## config.mk

```make
export PLATFORM = sky130hd
export DESIGN_NAME = uart_rx_fifo
export DESIGN_NICKNAME = d
export VERILOG_FILES = /design/src/rtl/uart_rx_fifo.sv
export SDC_FILE = /design/constraint.sdc
export NUM_CORES = 1
export LEC_CHECK = 0
export CAP_MARGIN = 20
export CELL_PAD_IN_SITES_DETAIL_PLACEMENT = 1
export CELL_PAD_IN_SITES_GLOBAL_PLACEMENT = 2
export CORE_MARGIN = 2
export CORE_UTILIZATION = 46
export DETAILED_ROUTE_END_ITERATION = 10
export PLACE_DENSITY = 0.91
export RECOVER_POWER = 25
export SLEW_MARGIN = 20
export SYNTH_ARGS = -nofsm -noshare
export SYNTH_HDL_FRONTEND = slang
export SYNTH_SLANG_ARGS = --single-unit
export TNS_END_PERCENT = 10
```

## constraint.sdc

```tcl
create_clock -name clk -period 4.7 [get_ports clk]
set_input_delay 0.94 -clock clk [delete_from_list [all_inputs] [get_ports clk]]
set_output_delay 0.94 -clock clk [all_outputs]
set_load 0.03 [all_outputs]
```

## src/rtl/uart_rx_fifo.sv

```systemverilog
// rtl/uart_rx_fifo.sv - UART receive-side byte FIFO with rdy/rdy_clr handshake and overrun flag
//
// Captures each byte presented by the UART (uart_rdy/uart_dout), acknowledges it
// with a one-cycle uart_rdy_clr pulse and buffers it in a DEPTH-entry FIFO that
// the consumer drains through a first-word-fall-through read port.
//
// Ports:
//   clk           single clock, shared with the UART
//   rst           synchronous active-high reset
//   uart_rdy      UART byte-available
//   uart_dout     UART received byte
//   uart_rdy_clr  one-cycle acknowledge pulse back to the UART
//   rd_en         consumer pop request
//   rd_data       head-of-FIFO byte, valid while empty=0
//   empty, full   occupancy flags
//   count         bytes stored, 0..DEPTH
//   overrun       sticky: a received byte was dropped because the FIFO was full
//   ovr_clr       clears overrun (a new overrun in the same cycle wins)

module uart_rx_fifo #(
   parameter int DEPTH = 8,
   parameter int AW    = 3
) (
   input  logic          clk,
   input  logic          rst,
   input  logic          uart_rdy,
   input  logic [7:0]    uart_dout,
   output logic          uart_rdy_clr,
   input  logic          rd_en,
   output logic [7:0]    rd_data,
   output logic          empty,
   output logic          full,
   output logic [AW:0]   count,
   output logic          overrun,
   input  logic          ovr_clr
);

   localparam logic [AW:0] DEPTH_C = (AW+1)'(DEPTH);

   typedef enum logic [1:0] {
      S_IDLE = 2'd0,
      S_CLR  = 2'd1,
      S_WAIT = 2'd2
   } state_t;

   state_t state, state_nxt;
   logic   rdy_clr_nxt;
   logic   capture;

   logic [7:0]  mem [DEPTH];
   logic [AW-1:0] wr_ptr, rd_ptr;

   logic push, pop, drop;

   // Flags come straight from the registered count.
   assign full  = (count == DEPTH_C);
   assign empty = (count == '0);

   // Full/empty are evaluated before this cycle's pop, so a push into a full
   // FIFO is dropped even if a pop happens on the same edge.
   assign push = capture && !full;
   assign drop = capture && full;
   assign pop  = rd_en && !empty;

   assign rd_data = mem[rd_ptr];

   always_comb begin
      state_nxt   = state;
      rdy_clr_nxt = 1'b0;
      capture     = 1'b0;
      case (state)
         S_IDLE: begin
            if (uart_rdy) begin
               capture     = 1'b1;
               rdy_clr_nxt = 1'b1;
               state_nxt   = S_CLR;
            end
         end
         S_CLR: begin
            state_nxt = S_WAIT;
         end
         S_WAIT: begin
            // Hold off until the UART has actually dropped rdy, so a late
            // rdy deassertion never re-captures the same byte.
            if (!uart_rdy) begin
               state_nxt = S_IDLE;
            end
         end
         default: begin
            state_nxt = S_IDLE;
         end
      endcase
   end

   always_ff @(posedge clk) begin
      if (rst) begin
         state        <= S_IDLE;
         uart_rdy_clr <= 1'b0;
         wr_ptr       <= '0;
         rd_ptr       <= '0;
         count        <= '0;
         overrun      <= 1'b0;
      end else begin
         state        <= state_nxt;
         uart_rdy_clr <= rdy_clr_nxt;
         if (push) begin
            wr_ptr <= wr_ptr + 1'b1;
         end
         if (pop) begin
            rd_ptr <= rd_ptr + 1'b1;
         end
         case ({push, pop})
            2'b10:   count <= count + 1'b1;
            2'b01:   count <= count - 1'b1;
            default: count <= count;
         endcase
         if (drop) begin
            overrun <= 1'b1;
         end else if (ovr_clr) begin
            overrun <= 1'b0;
         end
      end
   end

   // Storage carries no reset; stale contents are unreachable once count=0.
   always_ff @(posedge clk) begin
      if (push && !rst) begin
         mem[wr_ptr] <= uart_dout;
      end
   end

endmodule
```

Yosys cells after proc, flatten, opt, wreduce, memory -nomap -nowiden --
Memories as Yosys holds them, arrays and structs flattened. A register that Yosys moved wholly into a read port is not among the register bits. Index checks and enable logic that the tools add are counted.
Word-level totals: ROM bits 0, bits in writable memories 64, memories kept 1, flip-flop bits (word level) 14, latch bits 0
Memories:
- mem | depth 8, bits a word 8, read ports 1, clocked after Yosys merged registers in 1, write ports 1, line 50 | logic [7:0] mem [DEPTH];
Cells by class: reduce and logical (&&, ||, !) cells 12, magnitude comparators 0, multiplexer cells 12, divide/modulo/power cells 0, add/subtract/negate cells 4, equality and inequality tests 7, bitwise gates (word level) 0, shifts and indexed selects 0, multiply operators 0
Operators with widths (number):
- $pmux W4 S2 | 1
- $add A3 B1 Y3 const B | 2
- $mux W1 | 6
- $mux W3 | 2
- $pmux W2 S3 | 1
- $add A4 B1 Y4 const B | 1
- $eq A2 B1 Y1 const B | 2
- $eq A2 B2 Y1 const B | 2
- $eq A4 B4 Y1 const B | 1
- $logic_and A1 B1 Y1 | 4
- $logic_not A4 Y1 | 1
- $mux W2 | 2
- $ne A2 B2 Y1 const B | 2
- $reduce_bool A2 Y1 | 2
- $sub A4 B1 Y4 const B | 1
- $logic_not A1 Y1 | 3
- $logic_not A2 Y1 | 1
- $reduce_and A2 Y1 | 1

Longest topological paths before layout --
Gate-level depths: netlist of the first run.
depth in word-level cells 6, depth in mapped cells 11, gate-level depth less buffers 10

Worst setup path before layout of the first run --
No wires, ideal clock.
path kind input to register, start point in uart_rdy, end point mem mem[0][0] (enable), path slack 1.788 ns, arrival 2.517 ns, path buffers 0, stages on the path 3, cells stage by stage or3b_4 -> or3_4 -> nor4_1
Between the ends: longest elaborated chain between the ends 6
RTL lines:
- from (decl) | line 26 | input logic uart_rdy,
- $mux W1 | line 73 | if (uart_rdy) begin
- $mux W1
- $logic_and A1 B1 Y1 | line 61 | assign push = capture && !full;
- $logic_and A1 B1 Y1 | line 127 | if (push && !rst) begin
- $mux W1 | line 127
- $mux W1 (implied by the code) | line 128 | mem[wr_ptr] <= uart_dout;
- to (decl) | line 50
Every way passes these cells.

==> metrics.yaml, run 1 <==
start_util_pct: 47.87
finalSetupViolations: 0
grt_pass1_wl_um: 10160
cts.path.max_buffers: 2
status: "finished clean"
place_ws_ns: 1.121
power.density_nw_per_um2: 512.8
pwr-share-comb_pct: 25.3
synth_ff_type: "edfxtp_1"
worstSetupEndpointType: "output port"
io_pins: 29
cpMaxStageDelayCell: "dfxtp_1"
seq_power_share_pct: 44.5
cp.depth: 3
path_max_fanout: 16
first_iter_violations: 81
timing.final.ws_setup_ns: 0.9601
min_path_type: "flip-flop to flip-flop"
grt_pass1_vias: 1868
vias_per_cell: 5.420
routedWlPerCell_um: 20.33
grt_max_degree: 21
synth.cell_area_um2: 3288
hold_viol_final: 0
p_switching_mw: 0.5814
yosysSeqAreaShare_pct: 68.80
period_needed_ns: 3.740
cp.arrival_ns: 2.80
gp_congestion: 0.6686
synth_cells: 181
finalPower_mw: 2.002
antenna_left: 0
area_growth_pct: 18.76
drc: 0
cts_max_level: 3
cts_buffers: 9
ir_drop_mv: 0.3892
synth_edf_count: 64
maxSlewViolCount: 0
antenna_found_initial: 0
dp_hpwl_um: 4238
synth.avg_cell_area_um2: 18.17
path_cells: "mux4_1 > mux2_2 > clkdlybuf4s50_1"
cts_sinks: 81
synth_commonest_cells: "edfxtp_1, dfxtp_1, nor2_1, mux4_1, mux2_2"
syn-num-nets: 199
cts_setup_buffers: 0
crit_buf_inv: 1
cp_top_family: "multiplexers"
sw_frac_of_total_pct: 29.03
skew_ns: 0.01011
p_leak_nw: 1.304
cts-root-buf: "clkbuf_8"
final_core_util_pct: 56.85
drive_gt1_share_pct: 15.38
synth_largest_area_cell: "edfxtp_1"
period_share_pct: 79.57
r2r_cells: 10
yosys_warnings: 0
worst_pin_slew_ns: 0.9938
diodes: 0
slew_headroom_pct: 33.50
hold_depth: 2
portBuffers: 28
tns_ns: 0
synth_top_area_share_pct: 58.45
post_cts_resized: 0
fmax_mhz: 267.4
max_cap_viol_count: 0
die_h_um: 88.55
fillers: 636
clk_pin_slew_ns: 0.08
die_w_um: 88.55
drt-total-wl_um: 6445
synth-seq-cells: 81
synthArstFlopShare_pct: 0
slowest_delay_ns: 0.91
ys_types: 34
drtPass1Iterations: 4
dieArea_um2: 7840
vias: 1718
synth_area_leaders: "edfxtp_1, mux4_1, dfxtp_1, mux2_2, ha_1"
rows: 30
crit_required_ns: 3.76
core_um2: 6869
synth_most_common_cell: "edfxtp_1"
final_net_count: 234
clock_latency_ns: 0.34
grt_use_total_pct: 18.50
crit_type: "flip-flop to output port"
p_int_mw: 1.421
cts.hold.buffers_added: 0
rsz0062_at_grt: "no"
pwr-share-clk_pct: 30.1
grt_overflow: 0
crit_path_start_kind: "flip-flop"
cts_tree: "done"
[flip-flops by register name (all words and copies together) (netlist names), named ones only]
| register | cells |
|---|---|
| wr_ptr | 3 |
| state | 2 |
| mem | 64 |
| count | 4 |
| uart_rdy_clr | 1 |
| rd_ptr | 3 |
| overrun | 1 |
[worst min-delay path: cells and delay by family, from the launching register on]
family          cells  cell delay, ns
simple gates        1            0.07
compound gates      1            0.06
flops               1            0.34
[layout make-up]
class	instances	area [µm²]	area share [%]
flip-flops and latches	81	2262	57.93
multi-input cells	91	965.9	24.74
repair buffers	32	310.3	7.946
clock buffers	10	127.6	3.268
well taps	96	120.1	3.076
clock inverters	6	115.1	2.948
inverters	1	3.754	0.09612
[metal layers]
layer  part of all wire, %  global-route usage [%]  wire length, µm  vias to the layer above
met5                     0                       0                0                        -
met4                   1.0                   6.887               66                        0
met1                    41                   21.92             2649                      888
met3                   3.0                   3.638              196                        8
met2                    55                   33.36             3533                       33
li1                      -                       -                -                      789
[power by group through the flow]
stage / Sequential (mW) / Clock, mW / Combinational [mW]
after global routing: 0.903 / 0.644 / 0.552
after floorplan: 0.893 / 0 / 0.357
after global placement: 0.907 / 0 / 0.495
after detailed placement: 0.910 / 0 / 0.513
final: 0.891 / 0.604 / 0.508
after CTS: 0.894 / 0.616 / 0.515
[final timing paths]
path | slack (ns) | to | start
max reg2reg | 2.20 | count[2] | count[0]
min | 0.52 | state[1] | state[0]
min reg2reg | 0.52 | state[1] | state[0]
max | 0.96 | rd_data[5] | flip-flop
[metrics by stage]
stage / hold slack [ns] / cells / instance area [µm²]
2_1_floorplan: 0.4706 / 181 / 3288
3_3_place_gp: 0.4956 / 301 / 3662
3_5_place_dp: 0.5110 / 301 / 3662
4_1_cts: 0.5197 / 317 / 3905
5_1_grt: 0.5742 / 317 / 3905
6_report: 0.5162 / 317 / 3905
[kinds of logic after synthesis]
kind of cell	count (synthesis)	share of synthesized area, %
adders and majority gates	5	1.903
DFF	81	68.80
xor gates and xnor gates	5	1.332
AOI/OAI and AO/OA	13	2.435
and+or+nand+nor	40	7.040
muxes	28	16.67
buffers and inverters	9	1.826
[placed cells by master (no fill, tap or decap), types with 2 or more instances in the layout]
| cell | count |
|---|---|
| nor4_1 | 3 |
| nor3_1 | 2 |
| nand2b_1 | 2 |
| bufinv_16 | 3 |
| o21ai_0 | 2 |
| clkdlybuf4s50_1 | 22 |
| dfxtp_1 | 17 |
| nand3b_1 | 2 |
| nand2_1 | 3 |
| buf_4 | 4 |
| dlygate4sd3_1 | 6 |
| edfxtp_1 | 64 |
| nor2b_1 | 5 |
| nor2_1 | 16 |
| xor2_1 | 4 |
| mux2_2 | 9 |
| mux2i_1 | 3 |
| or3_1 | 2 |
| ha_1 | 5 |
| a21oi_1 | 7 |
| clkbuf_8 | 9 |
| mux4_1 | 15 |
Note: power is estimated with default switching activity, not from simulation.
==> run 2, diff against run 1 <==
--- a/config.mk
+++ b/config.mk
@@ -9,9 +9,9 @@
 export CELL_PAD_IN_SITES_DETAIL_PLACEMENT = 1
 export CELL_PAD_IN_SITES_GLOBAL_PLACEMENT = 2
 export CORE_MARGIN = 2
-export CORE_UTILIZATION = 46
+export CORE_UTILIZATION = 43
 export DETAILED_ROUTE_END_ITERATION = 10
-export PLACE_DENSITY = 0.91
+export PLACE_DENSITY = 0.87
 export RECOVER_POWER = 25
 export SLEW_MARGIN = 20
 export SYNTH_ARGS = -nofsm -noshare
==> constraint.sdc (replaced) <==
create_clock -name clk -period 3.74 [get_ports clk]
set_input_delay 0.748 -clock clk [delete_from_list [all_inputs] [get_ports clk]]
set_output_delay 0.748 -clock clk [all_outputs]
set_load 0.03 [all_outputs]
==> metrics.yaml, run 2 (synthesis results as in run 1) <==
status: "finished clean"
hold_viol_final: 0
slew_headroom_pct: 53.37
antenna_found_initial: 0
cpMaxStageDelayCell: "mux4_1"
r2r_cells: 10
cts_tree: "done"
path_max_fanout: 16
ir_drop_mv: 0.3995
final_core_util_pct: 53.70
die_w_um: 91.45
min_to: "state[1]"
cts.hold.buffers_added: 0
drt-total-wl_um: 6365
area_growth_pct: 19.71
reg2reg_from: "state[1]"
grt_pass1_wl_um: 10270
start_util_pct: 44.85
grt_pass1_vias: 1864
cp.arrival_ns: 2.43
final_net_count: 241
grt_max_degree: 21
top_register: "mem"
io_pins: 29
cts_setup_buffers: 0
finalInstanceArea_um2: 3936
crit_path_start_kind: "flip-flop"
vias: 1731
power.density_nw_per_um2: 624.1
hold_depth: 2
clk_pin_slew_ns: 0.08
instances_no_fill: 327
crit_required_ns: 2.99
dp.cells: 311
rr_endpoint: "count[2]"
timing.final.ws_setup_ns: 0.5616
maxSlewViolCount: 0
antenna_left: 0
post_cts_resized: 0
cts_max_level: 3
largest_reg_flops: 64
rows: 31
hold_start: "state[0]"
final_cell_mix: "edfxtp_1, clkdlybuf4s50_1, dfxtp_1"
core_um2: 7331
dp_hpwl_um: 4205
final_common_cell: "edfxtp_1"
rsz0062_at_grt: "no"
grt_use_total_pct: 16.64
max_cap_viol_count: 0
first_iter_violations: 76
slowest_delay_ns: 0.61
cts.path.max_buffers: 2
grt_overflow: 0
gp_congestion: 0.7404
cts_sinks: 81
clock_latency_ns: 0.34
min_path_type: "flip-flop to flip-flop"
rrSetupSlack_ns: 1.22
period_needed_ns: 3.178
crit_type: "flip-flop to output port"
finalSetupViolations: 0
worst_pin_slew_ns: 0.6985
worstSetupEndpointType: "output port"
tns_ns: 0
largest_registers: "mem x64, count x4"
period_share_pct: 84.98
dieArea_um2: 8362
p_leak_nw: 1.333
fmax_mhz: 314.6
path_cells: "buf_4 > mux4_1 > mux2_2 > clkdlybuf4s50_1"
vias_per_cell: 5.294
diodes: 0
drive_gt1_share_pct: 17.54
die_h_um: 91.45
portBuffers: 28
routedWlPerCell_um: 19.46
placed_cell_area_um2: 3719
place_ws_ns: 0.3241
drc: 0
skew_ns: 0.009087
drtPass1Iterations: 4
cts_buffers: 9
cts-root-buf: "clkbuf_8"
run 2: how the worst max path moves through the flow:
stage	to	cells after the start	startpoint	slack, ns
global placement	count[3]	8	uart_rdy	0.42
finish	rd_data[4]	4	flip-flop	0.56
global route	rd_data[1]	3	flip-flop	0.45
detailed placement	count[2]	11	uart_rdy	0.32
CTS	rd_data[4]	4	flip-flop	0.52
floorplan	mem[0][0]	3	uart_rdy	1.02
run 2: per-layer routing:
metal | vias up | track usage (%) | share of wire, %
met5 | - | 0 | 0
met4 | 0 | 5.177 | 1.5
met3 | 7 | 4.232 | 2.7
met2 | 30 | 27.70 | 51
met1 | 889 | 21.40 | 45
li1 | 805 | - | -
run 2: per-stage QoR:
stage                     hold WS (ns)  power (mW)
after floorplan                 0.4706       1.572
after global placement          0.4979       1.769
after detailed placement        0.4964       1.791
after CTS                       0.5104       2.480
after global routing            0.5604       2.574
final                           0.5085       2.457
run 2: worst max-delay path, delay by kind of cell, from the launching register on:
kind	cells	cell delay, ns
multiplexers	2	0.90
buffers and inverters	2	0.87
flip-flops	1	0.32
run 2: final cells by class:
type | count | area [µm²]
Clock buffer | 10 | 127.6
Clock inverter | 6 | 90.09
Fill cell | 678 | 3395
Inverter | 1 | 3.754
Multi-Input combinational cell | 91 | 965.9
Sequential cell | 81 | 2262
Tap cell | 99 | 123.9
Timing Repair Buffer | 39 | 362.8
run 2: where the power goes:
part / leakage (nW) / switching (mW) / internal, mW / total (mW)
logic: 0.508 / 0.344 / 0.320 / 0.664
clock network: 0.109 / 0.314 / 0.380 / 0.694
registers: 0.716 / 0.0759 / 1.02 / 1.10
